--- config.mk ---
export PLATFORM = sky130hd
export DESIGN_NAME = parking_gate_arbiter
export DESIGN_NICKNAME = d
export VERILOG_FILES = /design/src/rtl/parking_gate_arbiter.sv
export SDC_FILE = /design/constraint.sdc
export NUM_CORES = 1
export LEC_CHECK = 0
export BUFFER_PORTS_ARGS = -buffer_cell sky130_fd_sc_hd__buf_2
export CAP_MARGIN = 20
export CORE_MARGIN = 3
export CORE_UTILIZATION = 50
export CTS_BUF_LIST = sky130_fd_sc_hd__clkbuf_8
export CTS_CLUSTER_SIZE = 8
export DETAILED_ROUTE_END_ITERATION = 16
export PLACE_DENSITY = 0.74
export SETUP_SLACK_MARGIN = 0.1
export SLEW_MARGIN = 20
export SYNTH_ARGS = -nofsm -noshare
export SYNTH_HDL_FRONTEND = slang
export SYNTH_SLANG_ARGS = --single-unit
--- constraint.sdc ---
create_clock -name clk -period 3.9 [get_ports clk]
set_input_delay 0.585 -clock clk [delete_from_list [all_inputs] [get_ports clk]]
set_output_delay 0.585 -clock clk [all_outputs]
set_load 0.01 [all_outputs]
--- src/rtl/parking_gate_arbiter.sv ---
// Entry-gate arbiter for two parking floors: round-robin grants, a fixed-length
// gate-open window followed by a one-cycle guard, and per-floor occupancy counts.
module parking_gate_arbiter #(
  parameter int CAP0     = 5,
  parameter int CAP1     = 5,
  parameter int OPEN_CYC = 8
) (
  input  logic       clk,
  input  logic       rst,
  input  logic       power,
  input  logic       req0,
  input  logic       req1,
  input  logic       exit0,
  input  logic       exit1,
  output logic       gnt0,
  output logic       gnt1,
  output logic       deny0,
  output logic       deny1,
  output logic       gate_open,
  output logic [3:0] cnt0,
  output logic [3:0] cnt1,
  output logic       full0,
  output logic       full1
);

  typedef enum logic [1:0] {IDLE, OPEN, GUARD} state_t;

  state_t     state_reg;
  logic [7:0] timer_reg;
  logic       ptr_reg;
  logic [1:0] gnt_reg;
  logic [1:0] deny_reg;
  logic       gate_open_reg;

  logic [1:0] req_v;
  logic [1:0] exit_v;
  logic [1:0] full_v;
  logic [1:0] elig;
  logic [1:0] pick;
  logic       grant_en;

  assign req_v    = {req1, req0};
  assign exit_v   = {exit1, exit0};
  assign grant_en = (state_reg == IDLE) && power;

  // On a tie the floor that was not granted last wins; ptr_reg holds the last winner.
  always_comb begin
    elig = req_v & ~full_v;
    pick = 2'b00;
    if (grant_en) begin
      if (elig == 2'b11) begin
        pick = ptr_reg ? 2'b01 : 2'b10;
      end else begin
        pick = elig;
      end
    end
  end

  always_ff @(posedge clk) begin
    if (rst) begin
      state_reg     <= IDLE;
      timer_reg     <= '0;
      ptr_reg       <= 1'b1;
      gnt_reg       <= '0;
      deny_reg      <= '0;
      gate_open_reg <= 1'b0;
    end else begin
      gnt_reg  <= pick;
      deny_reg <= grant_en ? (req_v & full_v) : 2'b00;
      case (state_reg)
        IDLE: begin
          if (pick != 2'b00) begin
            gate_open_reg <= 1'b1;
            timer_reg     <= 8'(OPEN_CYC - 1);
            ptr_reg       <= pick[1];
            state_reg     <= OPEN;
          end
        end
        OPEN: begin
          if (timer_reg == 8'd0) begin
            gate_open_reg <= 1'b0;
            state_reg     <= GUARD;
          end else begin
            timer_reg <= timer_reg - 8'd1;
          end
        end
        GUARD: begin
          state_reg <= IDLE;
        end
        default: begin
          state_reg <= IDLE;
        end
      endcase
    end
  end

  for (genvar gi = 0; gi < 2; gi++) begin : g_floor
    localparam logic [3:0] CAP_G = (gi == 0) ? 4'(CAP0) : 4'(CAP1);
    logic [3:0] cnt_reg;
    logic       inc;
    logic       dec;

    assign inc        = pick[gi];
    assign dec        = exit_v[gi] && (cnt_reg != 4'd0);
    assign full_v[gi] = (cnt_reg == CAP_G);

    // Simultaneous entry and exit on the same floor cancel out.
    always_ff @(posedge clk) begin
      if (rst) begin
        cnt_reg <= 4'd0;
      end else if (inc && !dec) begin
        cnt_reg <= cnt_reg + 4'd1;
      end else if (dec && !inc) begin
        cnt_reg <= cnt_reg - 4'd1;
      end
    end
  end

  assign gnt0      = gnt_reg[0];
  assign gnt1      = gnt_reg[1];
  assign deny0     = deny_reg[0];
  assign deny1     = deny_reg[1];
  assign gate_open = gate_open_reg;
  assign cnt0      = g_floor[0].cnt_reg;
  assign cnt1      = g_floor[1].cnt_reg;
  assign full0     = full_v[0];
  assign full1     = full_v[1];

endmodule

==> flow_summary.toml, run 1 <==
[setup_path]
rr_worst_depth = 12
worstPathArrival_ns = 3.14
worst_r2r_endpoint = "cnt0[3]$_SDFFE_PP0P_"
path_class = "in -> reg"
start_kind = "input pin"
rr_startpoint = "cnt0[0]$_SDFFE_PP0P_"
worstSetupEndpointType = "register"
crit_fanout = 11
worstPathRequired_ns = 4.10
r2r_setup_slack_ns = 1.01

[finish]
fill_cells = 204
ff_latch_area_sq_um = 480
multi_input_area_sq_um = 691
final_common_cell = "dfxtp_1"
largest_reg_flops = 8
area_delta_synth_final_pct = 15.3
final_cell_mix = "dfxtp_1, buf_2, nor2_1"
finalCoreUtilization = 0.624
nets = 171
num_antenna_cells = 0
drive_gt1_frac = 0.203
finalInstanceArea_sq_mm = 0.00141

[worst_hold_path]
min_from = "timer_reg[0]$_SDFFE_PP0P_"
hold_path_class = "reg -> reg"
hold_depth = 1
min_to = "timer_reg[0]$_SDFFE_PP0P_"

[die]
die_w_um = 55.4
die_area_sq_mm = 0.00307
core_sq_mm = 0.00225
die_height_um = 55.4
io_pins = 22
start_util = 0.542
rows = 17

[routing]
vias = 1006
firstDrtPassIters = 4
wirelength_um = 2400
avgViaCountPerCell = 5.56
drt-initial-drc-count = 31
post-route-drc-count = 0
drtAntennaViolNets = 0
wl_per_cell_um = 13.3

[synth]
seq_area_frac_synth = 0.393
postSynthAreaPerCell_sq_um = 9.32
ys_top_cells_by_area = "dfxtp_1, ha_1, nor2_1, xnor2_1, a21oi_1"
synth_cell_type_count = 33
yosysWarnings = 0
netlist.area_leader.share = 0.393
netlist_area_sq_mm = 0.00122
ys_ff_latch = 24
synth_edf_count = 0
synth_nets = 148
synthFlopType = "dfxtp_1"
synthCells = 131
synth_top_area_cell = "dfxtp_1"
ys_async_sr_fraction = 0

[place]
post_dp_cell_area_sq_mm = 0.00135
dp_hpwl_um = 1680
io_buffers = 21
gp_congestion = 0.792

[cts]
insertion_delay_ns = 0.26
ctsResizeCount = 0
htree_levels = 1
clockRootBuffer = "clkbuf_8"
cts_setup_buffers = 0
cts_hold_buf = 0
cts_sinks = 24
cts_tree = "yes"
cts.clk_slew.worst_paths_ns = 0.08
cts_buffers = 3
clock_path_buffers = 2

[outcome]
outcome = "complete, no violations"

[power_and_ir_drop]
cellPowerDensity_mw_per_mm2 = 723
power.leakage_nw = 0.639
ir_drop_uv = 412

[timing]
worst_clock_skew_ns = 0.000853
min_period_ns = 2.94
rsz0062_at_grt = "no"
drv_slew = 0
tightestPinTransition_ns = 0.532
hold_ws_ns = 0.467
relSlewSlack = 0.641
finalHoldViolCount = 0
finalCritPeriodShare = 0.754
finalSetupViolCount = 0
fin_tns_setup_ns = 0
fmax_mhz = 340

[grt]
antenna_found_initial = 0
grt_max_degree = 20
track_usage = 0.165
grt_pass1_wl_um = 4180
grt_overflow_total = 0
grt_pass1_vias = 946

[run]
drv_cap = 0
## area by class of cell
cell class / instances / area share
tap: 28 / 0.0249
timing repair buffer: 22 / 0.0800
sequential: 24 / 0.341
inverter: 9 / 0.0240
multi-input combinational: 94 / 0.491
clock buffer: 4 / 0.0391
## cell families after synthesis
family / count (synthesis) / share of synthesized area
and+or+nand+nor: 44 / 0.191
AOI/OAI and AO/OA: 28 / 0.172
DFF: 24 / 0.393
buffers and inverters: 13 / 0.0410
xor gates and xnor gates: 10 / 0.0717
adders and majority gates: 10 / 0.115
muxes: 2 / 0.0164
## power by group
part / switching [mW] / internal (mW) / total, mW
clock network: 0.0778 / 0.0901 / 0.168
registers: 0.0721 / 0.305 / 0.378
logic: 0.245 / 0.228 / 0.473
total: 0.394 / 0.624 / 1.02
## layer usage
layer	part of all wire	global-route usage	vias up
met2	0.44	0.236	36
met3	0.059	0.0421	5
met4	0.016	0.0729	0
met5	0	0	-
met1	0.49	0.232	458
li1	-	-	507
## Yosys cell counts (3+ instances only)
cell type and count:
a21o_1 3, a21oi_1 8, a311oi_1 4, a31oi_1 4, clkbuf_1 3, dfxtp_1 24, ha_1 8, inv_1 9
nand2_1 4, nand3_1 3, nor2_1 19, nor2b_1 4, xnor2_1 8
## worst max-delay path: stages
cell and delay, ns:
buf_2 0.07, nor3b_1 0.29, nand3_1 0.37, a21oi_1 0.32, ha_1 0.23, inv_1 0.09, ha_1 0.29, a21o_1 0.19
a21oi_1 0.19, xnor2_1 0.09, or3_1 0.30, a21oi_1 0.13
## stage by stage
step	setup WS, ns	power [mW]	std cells
final	0.960	1.02	181
after global routing	0.665	1.10	181
after CTS	0.982	1.02	181
after detailed placement	0.738	0.849	177
after global placement	0.885	0.831	177
after floorplan	0.965	0.739	131
## worst max path at each step
stage                                end  depth (start not counted)  slack (ns)                  from
floorplan           cnt0[3]$_SDFFE_PP0P_                         12        0.97  cnt0[0]$_SDFFE_PP0P_
global placement    cnt1[3]$_SDFFE_PP0P_                         12        0.89                 power
detailed placement  cnt1[3]$_SDFFE_PP0P_                         12        0.74                 power
CTS                 cnt1[3]$_SDFFE_PP0P_                         12        0.98                 power
global route        cnt1[3]$_SDFFE_PP0P_                         12        0.66                 power
finish              cnt1[3]$_SDFFE_PP0P_                         12        0.96                 power
Power figures use the tool's default switching activity.
==> inputs of run 2 (changes only) <==
Settings changed: ABC_AREA set to 1, PLACE_DENSITY 0.74 to 0.75.
Clock period 3.9 ns to 2.55 ns, I/O delays scaled along.
==> flow_summary.toml, run 2 <==
[outcome]
outcome = "complete, no violations"

[routing]
avgViaCountPerCell = 5.44
firstDrtPassIters = 4
post-route-drc-count = 0
drt-initial-drc-count = 86
wirelength_um = 3260
vias = 1333
drtAntennaViolNets = 0
wl_per_cell_um = 13.3

[grt]
busiest_layer = "met2"
track_usage = 0.203
met3_usage = 0.0349
grt_max_degree = 19
grt_overflow_total = 0
grt_pass1_vias = 1298
grt_pass1_wl_um = 5490
grtUsageMet2 = 0.360
grtUsageMet1 = 0.239
antenna_found_initial = 0

[setup_path]
rr_startpoint = "state_reg[1]$_SDFFE_PP0P_"
worst_r2r_endpoint = "cnt1[3]$_SDFFE_PP0P_"
start_kind = "register"
path_class = "reg -> reg"
r2r_setup_slack_ns = 0.29
worstSetupEndpointType = "register"
worstPathArrival_ns = 2.47
worstPathRequired_ns = 2.76
rr_worst_depth = 13
crit_fanout = 3

[synth]
synth_nets = 206
synthFlopType = "dfxtp_1"
seq_area_frac_synth = 0.341
ys_ff_latch = 24
yosysWarnings = 0
synthCells = 189
ys_top_cells_by_area = "dfxtp_1, nand2_1, nor2_1, inv_1, ha_1"
netlist.area_leader.share = 0.341
synth_edf_count = 0
yosys-top-cells-count = "nand2_1, nor2_1, inv_1"
synth.most_common_cell = "nand2_1"
ys_async_sr_fraction = 0
synth_top_area_cell = "dfxtp_1"
synth_cell_type_count = 25
netlist_area_sq_mm = 0.00141
postSynthAreaPerCell_sq_um = 7.46

[die]
die_height_um = 59.1
core_sq_mm = 0.00257
rows = 18
die_w_um = 59.1
io_pins = 22
start_util = 0.549
die_area_sq_mm = 0.00349

[power_and_ir_drop]
cellPowerDensity_mw_per_mm2 = 1020
power.leakage_nw = 0.801
ir_drop_uv = 690

[finish]
final_common_cell = "nand2_1"
area_delta_synth_final_pct = 17.2
fill_cells = 228
drive_gt1_frac = 0.233
final_cell_mix = "nand2_1, nor2_1, inv_1"
largest_reg_flops = 8
num_antenna_cells = 0
finalCoreUtilization = 0.644
nets = 233

[timing]
fmax_mhz = 442
min_period_ns = 2.26
finalCritPeriodShare = 0.888
fin_tns_setup_ns = 0
rsz0062_at_grt = "no"
drv_slew = 0
tightestPinTransition_ns = 0.392
finalHoldViolCount = 0
finalSetupViolCount = 0
worst_clock_skew_ns = 0.00407
relSlewSlack = 0.739

[place]
gp_congestion = 0.851
dp_hpwl_um = 2340
io_buffers = 21

[cts]
htree_levels = 1
cts_sinks = 24
clockRootBuffer = "clkbuf_8"
insertion_delay_ns = 0.27
clock_path_buffers = 2
cts.clk_slew.worst_paths_ns = 0.09
cts_tree = "yes"
cts_buffers = 3
cts_hold_buf = 0

[worst_hold_path]
hold_path_class = "in -> reg"
min_from = "req0"
hold_depth = 3
min_to = "deny_reg[0]$_SDFF_PP0_"

[run]
drv_cap = 0
[run 2: cell count changes after synthesis, moves of 4 or more]
cell / delta
o21ai_0: +5
nor2_1: +13
nand3_1: +4
xnor2_1: -4
a311oi_1: -4
nand2_1: +29
inv_1: +20
o21bai_1: +5
nor2b_1: -4
nand4_1: +7
a21oi_2: +5
[run 2: final cells by class]
type	count	area, sq um	area share
clock buffer	4	55.1	0.0333
inverter	29	109	0.0659
multi-input combinational	134	841	0.509
sequential	24	483	0.292
tap	30	37.5	0.0227
timing repair buffer	24	128	0.0772
[run 2: kinds of logic (layout without fill, tap and decap cells)]
family,after synthesis,after routing,synth area share
compound gates,27,27,0.123
simple gates,90,90,0.310
xor+xnor,7,7,0.0435
fa+ha+maj,10,10,0.0994
buf+inv,31,57,0.0834
flops,24,24,0.341
[run 2: through the flow]
| step | total power, mW | hold slack, ns | instance area, sq um | std cells | worst slack [ns] |
|---|---|---|---|---|---|
| final | 1.69 | 0.381 | 1650 | 245 | 0.287 |
| after detailed placement | 1.39 | 0.486 | 1560 | 240 | 0.144 |
| after global placement | 1.34 | 0.480 | 1560 | 240 | 0.219 |
| after CTS | 1.66 | 0.386 | 1610 | 244 | 0.152 |
| after floorplan | 1.17 | 0.467 | 1410 | 189 | 0.329 |
| after global routing | 1.86 | 0.392 | 1650 | 245 | 0.0936 |
[run 2: per-layer routing]
| layer | wire length (um) | up-vias |
|---|---|---|
| met1 | 1350 | 618 |
| li1 | - | 656 |
| met5 | 0 | - |
| met3 | 180 | 9 |
| met2 | 1660 | 50 |
| met4 | 60 | 0 |
[run 2: what timing repair did]
action,4_1_cts,5_1_grt
resized for setup,0,8
endpoints found under the setup margin,0,3
buffers inserted,0,1
[run 2: critical path: stages, from the launching register on]
cell and delay (ns):
dfxtp_1 0.34, nor3b_4 0.33, nand3_4 0.10, o21bai_2 0.22, inv_1 0.08, ha_1 0.20
inv_1 0.12, ha_1 0.28, nand2_1 0.07, nor2_1 0.04, nor2_1 0.12, xnor2_1 0.13
nand2_1 0.06, a21oi_1 0.12
[run 2: where the power goes]
group          switching, mW  internal [mW]  leakage, nW
registers              0.110          0.466        0.198
clock network          0.131          0.138       0.0288
logic                  0.493          0.353        0.575
total                  0.734          0.957        0.801
[run 2: worst max path at each step]
| stage | startpoint | endpoint | slack (ns) | cells after the start |
|---|---|---|---|---|
| global placement | power | cnt1[3]$_SDFFE_PP0P_ | 0.22 | 14 |
| floorplan | power | cnt1[3]$_SDFFE_PP0P_ | 0.33 | 13 |
| detailed placement | power | cnt1[3]$_SDFFE_PP0P_ | 0.14 | 14 |
| finish | state_reg[1]$_SDFFE_PP0P_ | cnt1[3]$_SDFFE_PP0P_ | 0.29 | 13 |
| CTS | cnt0[1]$_SDFFE_PP0P_ | cnt1[3]$_SDFFE_PP0P_ | 0.15 | 14 |
| global route | cnt1[3]$_SDFFE_PP0P_ | cnt1[3]$_SDFFE_PP0P_ | 0.09 | 14 |
==> inputs of run 3 (changes only) <==
Settings changed: ABC_AREA 1 to 0, CORE_MARGIN 3 to not set, PLACE_DENSITY 0.75 to 0.76.
==> flow_summary.toml, run 3 (synthesis results as in run 1) <==
[routing]
wl_per_cell_um = 14.2
drtAntennaViolNets = 0
avgViaCountPerCell = 5.60
post-route-drc-count = 0
firstDrtPassIters = 4
wirelength_um = 2680
drt-initial-drc-count = 18
vias = 1059

[setup_path]
start_kind = "register"
rr_startpoint = "cnt0[0]$_SDFFE_PP0P_"
rr_worst_depth = 12
crit_fanout = 6
worst_r2r_endpoint = "cnt0[3]$_SDFFE_PP0P_"
crit_start = "cnt0[0]$_SDFFE_PP0P_"
worstPathRequired_ns = 2.75
worstPathArrival_ns = 2.71
r2r_setup_slack_ns = 0.03
path_class = "reg -> reg"
worstSetupEndpointType = "register"

[place]
post_dp_cell_area_sq_mm = 0.00139
dp_hpwl_um = 1830
io_buffers = 21
gp_congestion = 0.739
dp_slack_ns = -0.0207

[timing]
finalHoldViolCount = 0
drv_slew = 0
hold_ws_ns = 0.374
rsz0062_at_grt = "yes"
relSlewSlack = 0.661
worst_clock_skew_ns = 0.00732
tightestPinTransition_ns = 0.506
layout_setup_ws_ns = 0.0342
finalCritPeriodShare = 0.987
fmax_mhz = 397
min_period_ns = 2.52
finalSetupViolCount = 0

[grt]
grt_pass1_wl_um = 4220
grt_pass1_vias = 943
busiest_layer = "met2"
track_usage = 0.214
grtUsageMet2 = 0.342
grt_overflow_total = 0
antenna_found_initial = 0
grtUsageMet1 = 0.279
met3_usage = 0.0446
grt_max_degree = 20

[cts]
cts.clk_slew.worst_paths_ns = 0.08
htree_levels = 1
cts_buffers = 3
clock_path_buffers = 2
cts_tree = "yes"
clockRootBuffer = "clkbuf_8"
insertion_delay_ns = 0.27
cts_sinks = 24

[worst_hold_path]
min_from = "req0"
min_to = "deny_reg[0]$_SDFF_PP0_"
hold_path_class = "in -> reg"
hold_depth = 2

[power_and_ir_drop]
p_total_mw = 1.67
power.leakage_nw = 0.685
cellPowerDensity_mw_per_mm2 = 1080
ir_drop_uv = 798

[die]
die_area_sq_mm = 0.00264
die_height_um = 51.4
rows = 17
core_sq_mm = 0.00225
die_w_um = 51.4
start_util = 0.542
io_pins = 22

[finish]
area_delta_synth_final_pct = 26.3
nets = 179
finalInstanceArea_sq_mm = 0.00154
drive_gt1_frac = 0.354
final_common_cell = "buf_2"
largest_reg_flops = 8
num_antenna_cells = 0
final_cell_mix = "buf_2, nor2_1, dfxtp_1"

[outcome]
outcome = "complete, no violations"

[run]
drv_cap = 0
run 3: changes by cell type in the layout (fill, tap and decap cells not counted), sizes merged, moves of 5 or more:
cell    previous run  this run
nand2             34         4
inv               29         9
nor2              34        19
nand3             10         3
nand4              8         1
buf               24        30
o21ai              7         2
o21bai             5         0
run 3: final cells by class:
cell class,instances,area [sq um]
Sequential cell,24,490
Timing Repair Buffer,30,173
Tap cell,28,35.0
Multi-Input combinational cell,94,756
Fill cell,195,712
Clock buffer,4,55.1
Inverter,9,33.8
run 3: layer usage:
layer / up-vias / routed length, um / part of all wire
met1: 488 / 1200 / 0.45
met3: 9 / 134 / 0.050
met2: 36 / 1280 / 0.48
li1: 526 / - / -
met4: 0 / 66 / 0.025
met5: - / 0 / 0
run 3: power breakdown:
part / switching [mW] / internal [mW]
sequential: 0.124 / 0.477
clock: 0.120 / 0.138
combinational: 0.404 / 0.409
total: 0.649 / 1.02
run 3: stage by stage:
stage,cells,TNS [ns],utilization
final,189,0,0.684
after global routing,189,-0.103,0.684
after CTS,183,0,0.649
after detailed placement,178,-0.0207,0.618
after global placement,178,0,0.618
after floorplan,131,0,-
run 3: what timing repair did:
action | CTS | global route
hold buffers | 0 | 0
gates resized for setup | 3 | 7
pin swaps | 2 | 12
buffers inserted | 1 | 6
setup endpoints to repair | 1 | 2
run 3: worst max-delay path: stages (launching register included):
cell      delay (ns)
dfxtp_4         0.39
nor4bb_4        0.32
buf_4           0.17
nand3b_1        0.12
nor2_1          0.06
ha_2            0.19
inv_2           0.09
ha_4            0.20
a21o_1          0.16
a21oi_2         0.14
xnor2_1         0.10
or3_1           0.40
a21oi_2         0.12
run 3: worst max path at each step:
stage,end,cells past startpoint
5_1_grt,cnt0[3]$_SDFFE_PP0P_,12
3_5_place_dp,cnt1[3]$_SDFFE_PP0P_,11
4_1_cts,cnt1[3]$_SDFFE_PP0P_,11
3_3_place_gp,cnt1[3]$_SDFFE_PP0P_,11
2_1_floorplan,cnt0[3]$_SDFFE_PP0P_,12
6_report,cnt0[3]$_SDFFE_PP0P_,12
